--- config.mk ---
export PLATFORM = sky130hd
export DESIGN_NAME = mem_burst_initiator
export DESIGN_NICKNAME = d
export VERILOG_FILES = /design/src/rtl/mem_init_pkg.sv /design/src/rtl/mem_rsp_fifo.sv /design/src/rtl/mem_burst_initiator.sv
export SDC_FILE = /design/constraint.sdc
export NUM_CORES = 1
export LEC_CHECK = 0
export CORE_UTILIZATION = 41
export DETAILED_ROUTE_END_ITERATION = 8
export PLACE_DENSITY = 0.75
export SLEW_MARGIN = 20
export SYNTH_ARGS = -nofsm -noshare
export SYNTH_HDL_FRONTEND = slang
export SYNTH_HIERARCHICAL = 1
export SYNTH_SLANG_ARGS = --single-unit
--- constraint.sdc ---
create_clock -name CLK -period 1.8 [get_ports CLK]
set_input_delay 0.27 -clock CLK [delete_from_list [all_inputs] [get_ports CLK]]
set_output_delay 0.27 -clock CLK [all_outputs]
set_load 0.05 [all_outputs]
--- src/rtl/mem_init_pkg.sv ---
// Shared types and sizing for the SRAM burst initiator and its response FIFO.
`timescale 1ns/1ps
package mem_init_pkg;

    localparam int DEFAULT_ADDR_W = 5;
    localparam int DEFAULT_DATA_W = 8;
    localparam int RSP_DEPTH      = 2;
    localparam int RSP_PTR_W      = $clog2(RSP_DEPTH);
    localparam int RSP_CNT_W      = $clog2(RSP_DEPTH + 1);

    typedef enum logic [1:0] {
        IDLE,
        RD,
        WR
    } state_e;

endpackage

--- src/rtl/mem_rsp_fifo.sv ---
// Two-entry in-order response buffer of {last, data}; push and pop may coincide.
`timescale 1ns/1ps
module mem_rsp_fifo
    import mem_init_pkg::*;
#(
    parameter int WIDTH = DEFAULT_DATA_W + 1
) (
    input  logic                 CLK,
    input  logic                 RST,
    input  logic                 push_i,
    input  logic [WIDTH-1:0]     push_data_i,
    input  logic                 pop_i,
    output logic [WIDTH-1:0]     head_o,
    output logic [RSP_CNT_W-1:0] count_o
);

    localparam logic [RSP_CNT_W-1:0] FULL = RSP_CNT_W'(RSP_DEPTH);

    logic [WIDTH-1:0]     entry_q [RSP_DEPTH];
    logic [RSP_PTR_W-1:0] wr_ptr_q, rd_ptr_q;
    logic [RSP_CNT_W-1:0] count_q, count_d;
    logic                 do_push, do_pop;

    assign do_pop  = pop_i && (count_q != '0);
    assign do_push = push_i && ((count_q != FULL) || do_pop);

    // NOTE: every variable assigned in always_comb gets a default first, so no latch is inferred.
    always_comb begin
        count_d = count_q;
        if (do_push && !do_pop) begin
            count_d = count_q + 1'b1;
        end else if (!do_push && do_pop) begin
            count_d = count_q - 1'b1;
        end
    end

    // NOTE: storage is deliberately not reset; the consumer gates head data with count != 0.
    always_ff @(posedge CLK) begin
        if (do_push) begin
            entry_q[wr_ptr_q] <= push_data_i;
        end
    end

    // NOTE: sequential state uses non-blocking assignments so all registers update together.
    always_ff @(posedge CLK) begin
        if (RST) begin
            wr_ptr_q <= '0;
            rd_ptr_q <= '0;
            count_q  <= '0;
        end else begin
            if (do_push) wr_ptr_q <= wr_ptr_q + 1'b1;
            if (do_pop)  rd_ptr_q <= rd_ptr_q + 1'b1;
            count_q <= count_d;
        end
    end

    assign head_o  = entry_q[rd_ptr_q];
    assign count_o = count_q;

endmodule

--- src/rtl/mem_burst_initiator.sv ---
// Burst read/write master for one SRAM port; read beats land in a 2-entry buffer so
// backpressure on rdata never drops data.
`timescale 1ns/1ps
module mem_burst_initiator
    import mem_init_pkg::*;
#(
    parameter int ADDR_W = DEFAULT_ADDR_W,
    parameter int DATA_W = DEFAULT_DATA_W
) (
    input  logic              CLK,
    input  logic              RST,
    input  logic              req_valid,
    output logic              req_ready,
    input  logic              req_we,
    input  logic [ADDR_W-1:0] req_addr,
    input  logic [ADDR_W-1:0] req_len,
    input  logic              wdata_valid,
    output logic              wdata_ready,
    input  logic [DATA_W-1:0] wdata,
    input  logic [DATA_W-1:0] wmask,
    output logic              rdata_valid,
    input  logic              rdata_ready,
    output logic [DATA_W-1:0] rdata,
    output logic              rdata_last,
    output logic              mem_ce,
    output logic              mem_we,
    output logic [ADDR_W-1:0] mem_a,
    output logic [DATA_W-1:0] mem_d,
    output logic [DATA_W-1:0] mem_wem,
    input  logic [DATA_W-1:0] mem_q
);

    localparam int OCC_W = RSP_CNT_W + 1;

    state_e               state_q, state_d;
    logic [ADDR_W-1:0]    beat_addr_q, beat_addr_d;
    logic [ADDR_W-1:0]    beats_left_q, beats_left_d;
    logic                 inflight_q, inflight_d;
    logic                 inflight_last_q, inflight_last_d;

    logic [RSP_CNT_W-1:0] fifo_count;
    logic [DATA_W:0]      fifo_head;
    logic [OCC_W-1:0]     occupancy;
    logic                 pop, issue, wr_fire, last_beat;

    assign pop       = rdata_valid && rdata_ready;
    assign last_beat = (beats_left_q == '0);
    assign wr_fire   = (state_q == WR) && wdata_valid;

    // Buffered plus in-flight beats must leave room for the beat issued now.
    assign occupancy = {1'b0, fifo_count} + OCC_W'(inflight_q);
    assign issue     = (state_q == RD) && (occupancy < (OCC_W'(RSP_DEPTH) + OCC_W'(pop)));

    always_comb begin
        state_d         = state_q;
        beat_addr_d     = beat_addr_q;
        beats_left_d    = beats_left_q;
        inflight_d      = issue;
        inflight_last_d = issue && last_beat;
        unique case (state_q)
            IDLE: begin
                if (req_valid) begin
                    beat_addr_d  = req_addr;
                    beats_left_d = req_len;
                    state_d      = req_we ? WR : RD;
                end
            end
            RD, WR: begin
                if (issue || wr_fire) begin
                    beat_addr_d  = beat_addr_q + 1'b1;
                    beats_left_d = beats_left_q - 1'b1;
                    if (last_beat) state_d = IDLE;
                end
            end
            default: state_d = IDLE;
        endcase
    end

    // Clearing inflight on reset discards any mem_q beat still owed by the SRAM.
    always_ff @(posedge CLK) begin
        if (RST) begin
            state_q         <= IDLE;
            beat_addr_q     <= '0;
            beats_left_q    <= '0;
            inflight_q      <= 1'b0;
            inflight_last_q <= 1'b0;
        end else begin
            state_q         <= state_d;
            beat_addr_q     <= beat_addr_d;
            beats_left_q    <= beats_left_d;
            inflight_q      <= inflight_d;
            inflight_last_q <= inflight_last_d;
        end
    end

    mem_rsp_fifo #(
        .WIDTH (DATA_W + 1)
    ) u_rsp_fifo (
        .CLK         (CLK),
        .RST         (RST),
        .push_i      (inflight_q),
        .push_data_i ({inflight_last_q, mem_q}),
        .pop_i       (pop),
        .head_o      (fifo_head),
        .count_o     (fifo_count)
    );

    assign req_ready   = (state_q == IDLE);
    assign wdata_ready = (state_q == WR);

    assign mem_ce  = issue || wr_fire;
    assign mem_we  = wr_fire;
    assign mem_a   = mem_ce  ? beat_addr_q : '0;
    assign mem_d   = wr_fire ? wdata       : '0;
    assign mem_wem = wr_fire ? wmask       : '0;

    assign rdata_valid = (fifo_count != '0);
    assign rdata       = rdata_valid ? fifo_head[DATA_W-1:0] : '0;
    assign rdata_last  = rdata_valid && fifo_head[DATA_W];

endmodule

==> results.py, run 1 <==
metrics = {
    "timing": {
        "period_share_pct": 103.3,
        "tightestPinTransition_ns": 0.4601,
        "fin_crit_ns": 1.859,
        "drv_slew": 0,
        "hold_viol": 0,
        "relSlewSlack_pct": 69.19,
        "holdWs_ns": 0.4393,
        "timing.final.ws_setup_ns": -0.05881,
        "fin_skew_ns": 0.007942,
        "rsz0062_at_grt": "true",
        "clock.fmax_ghz": 0.5380,
        "setup_violations": 6,
    },
    "layout": {
        "fillers": 363,
        "diodes": 0,
        "area_delta_synth_final_pct": 63.10,
        "drive_above_1_share_pct": 39.67,
        "nNetsFinal": 348,
    },
    "run_status": {
        "failed_checks": "setup timing",
        "status": "complete, but fails checks",
    },
    "setup_path": {
        "critPathKind": "register to output pin",
        "rrSetupSlack_ns": -0.05,
        "r2r_cells": 7,
        "worst_setup_path_end_kind": "output pin",
        "arrival_ns": 1.59,
        "startpoint": "u_rsp_fifo/count_o[0]",
        "cp.required_ns": 1.53,
        "worst_setup_path_start_kind": "register",
        "reg2reg_to": "u_rsp_fifo/count_o[1]",
        "timing.critical_path.fanout_max": 7,
        "rr_startpoint": "u_rsp_fifo/count_o[0]",
    },
    "yosys": {
        "syn-num-nets": 253,
        "netlist_area_sq_um": 2126,
        "yosysWarningCount": 6,
        "ys_top_cells_by_area": "edfxtp_1, dfxtp_1, ha_1, mux2_2, and3_1",
        "ys_seq_elements": 37,
        "syn_avg_cell_area_sq_um": 10.42,
        "ys_seq_area_share_pct": 43.32,
        "yosysUniqueCellTypes": 47,
        "async_reset_ff_share_pct": 0,
        "yosys.area.top_type": "edfxtp_1",
        "syn_inst": 204,
        "ys.flop_type": "dfxtp_1",
        "synth_edf_count": 18,
        "synth_top_cell_area_share_pct": 25.43,
    },
    "clock_network": {
        "clockRootBuffer": "clkbuf_8",
        "numCtsBuffers": 5,
        "cts_tree": "yes",
        "htreeDepth": 2,
        "clk_pin_slew_ns": 0.08,
        "insertion_delay_ns": 0.29,
        "clk_path_buf_depth": 2,
        "postCtsHoldBufs": 0,
        "clock-sinks": 37,
    },
    "pwr": {
        "swShare_pct": 37.16,
        "power_switching_mw": 1.144,
        "pwr-share-comb_pct": 47.3,
        "leakagePower_nw": 1.396,
        "clkPwrFrac_pct": 18.2,
        "finalPower_mw": 3.080,
        "p_int_mw": 1.935,
        "power_density_nw_per_um2": 888.2,
        "power_frac_seq_pct": 34.5,
        "irDropWorstVdd_mv": 0.5274,
    },
    "detailed_routing": {
        "wl_um": 5187,
        "vias": 1867,
        "drtIter0Drc": 34,
        "dr.pass1.iters": 4,
        "drc": 0,
        "antenna_left": 0,
        "vias_per_cell": 5.087,
        "routedWlPerCell_um": 14.13,
    },
    "floorplanning": {
        "die_x_um": 74.01,
        "core_area_sq_um": 4848,
        "dieArea_sq_um": 5477,
        "start_util_pct": 43.85,
        "io_pins": 75,
        "rows": 25,
        "die_y_um": 74.01,
    },
    "hold_path": {
        "holdCritPathClass": "register to register",
        "hold_depth": 0,
        "holdPathEnd": "u_rsp_fifo/entry_q[0][8]",
        "min_from": "inflight_last_q",
    },
    "place": {
        "dp_hpwl_um": 3768,
        "gp_congestion": 0.8095,
        "port_buffers": 74,
    },
    "grt": {
        "grt-ovfl-total": 0,
        "grt_max_degree": 21,
        "antenna_found_initial": 0,
        "grt_use_total_pct": 19.69,
        "first_global_vias": 1793,
        "grt_pass1_wl_um": 8107,
    },
    "job": {
        "maxCapViolations": 0,
    },
}
## cell usage after synthesis (2+ instances only)
cell type and number:
o31a_1 2, buf_2 3, o21ai_0 6, xor2_1 3
inv_1 10, ha_1 9, dfxtp_1 19, nand3_1 9
mux2i_1 4, nor2_1 12, a211o_1 2, a21oi_1 7
clkbuf_1 2, and3_1 15, mux2_2 10, nand2_1 8
nand2b_1 6, or3_1 3, edfxtp_1 18, nor2b_1 15
o21ai_1 2, and3_2 6, buf_6 3, o32ai_2 2
nand3b_1 6
## metrics by stage
| stage | worst slack (ns) | instances | util, % | instance area, sq um | setup TNS [ns] |
|---|---|---|---|---|---|
| 3_5_place_dp | -0.3364 | 354 | 67.28 | 3262 | -6.357 |
| 5_1_grt | -0.1135 | 367 | 71.51 | 3467 | -1.228 |
| 4_1_cts | -0.06922 | 363 | 70.53 | 3420 | -0.5772 |
| 6_report | -0.05881 | 367 | 71.51 | 3467 | -0.2853 |
| 3_3_place_gp | -0.2743 | 354 | 67.28 | 3262 | -5.116 |
| 2_1_floorplan | -0.006562 | 204 | - | 2141 | -0.006562 |
## placed cells by master, fill, tap and decap left out, types with 5 or more instances in the layout
| cell | count |
|---|---|
| a21oi_1 | 6 |
| and3_1 | 6 |
| and3_2 | 10 |
| and3_4 | 5 |
| buf_12 | 25 |
| buf_4 | 31 |
| clkbuf_8 | 5 |
| clkdlybuf4s50_1 | 38 |
| dfxtp_1 | 14 |
| edfxtp_1 | 18 |
| ha_1 | 5 |
| inv_1 | 7 |
| mux2_2 | 10 |
| nand2_1 | 7 |
| nand2b_1 | 6 |
| nand3_1 | 9 |
| nand3b_1 | 6 |
| nor2_1 | 11 |
| nor2b_1 | 14 |
| o21ai_0 | 5 |
## how the worst max path moves through the flow
| stage | to | slack (ns) |
|---|---|---|
| after global placement | u_rsp_fifo/count_o[1] | -0.27 |
| after detailed placement | u_rsp_fifo/count_o[1] | -0.34 |
| after floorplan | mem_a[0] | -0.007 |
| after CTS | mem_a[1] | -0.07 |
| after global routing | mem_a[1] | -0.11 |
| final | mem_a[1] | -0.06 |
## routing by layer
layer / track usage, % / vias to the layer above / part of all wire [%]
met5: 0 / - / 0
met4: 8.333 / 0 / 1.5
met3: 4.336 / 9 / 4.4
met2: 33.54 / 47 / 51
met1: 24.02 / 891 / 43
li1: - / 920 / -
## power groups by stage
stage | registers (mW) | clock network (mW) | logic (mW)
2_1_floorplan | 1.05 | 0 | 0.890
3_3_place_gp | 1.07 | 0 | 1.35
3_5_place_dp | 1.07 | 0 | 1.38
4_1_cts | 1.06 | 0.574 | 1.42
5_1_grt | 1.08 | 0.616 | 1.57
6_report | 1.06 | 0.562 | 1.46
## area by class of cell
class | count | area [sq um] | area share [%]
clock buffer | 5 | 68.82 | 1.985
clock inverter | 3 | 17.52 | 0.5052
inverter | 10 | 37.54 | 1.083
multi-input combinational | 149 | 1196 | 34.50
sequential | 37 | 929.6 | 26.81
tap | 67 | 83.83 | 2.418
timing repair buffer | 96 | 1134 | 32.70
## flip-flops by register name, indices dropped and copies added, names as in the netlist, named ones only
signal / flops
u_rsp_fifo/rd_ptr_q: 1
u_rsp_fifo/entry_q: 18
beat_addr_q: 5
state_q: 2
u_rsp_fifo/count_o: 2
beats_left_q: 5
u_rsp_fifo/wr_ptr_q: 1
inflight_last_q: 1
inflight_q: 1
## kinds of logic after synthesis
| logic type | share of synthesized area, % |
|---|---|
| AND/OR/NAND/NOR | 26.07 |
| flip-flops | 43.32 |
| AO/OA/AOI/OAI | 11.77 |
| buffers and inverters | 4.414 |
| multiplexers | 7.887 |
| adder cells (fa/ha/maj) | 5.297 |
| XOR/XNOR | 1.236 |
## critical path, cell delays in order, from the launching register on
cell and delay [ns]:
dfxtp_4 0.38, ha_4 0.16, ha_4 0.27, o211ai_4 0.12
and3_4 0.22, buf_12 0.14
## repair_timing
action	4_1_cts	5_1_grt
hold endpoints to repair	0	0
pin swaps	8	4
setup buffers	1	4
resized for setup	18	7
endpoints found under the setup margin	42	47
gates cloned	0	0
(Power assumes the default switching activity.)
==> run 2, diff against run 1 <==
--- a/config.mk
+++ b/config.mk
@@ -5,6 +5,7 @@
 export SDC_FILE = /design/constraint.sdc
 export NUM_CORES = 1
 export LEC_CHECK = 0
+export ABC_CLOCK_PERIOD_IN_PS = 1800
 export CORE_UTILIZATION = 41
 export DETAILED_ROUTE_END_ITERATION = 8
 export PLACE_DENSITY = 0.75
==> results of run 2 <==
Final layout, timing and power as in run 1 (identical DEF).
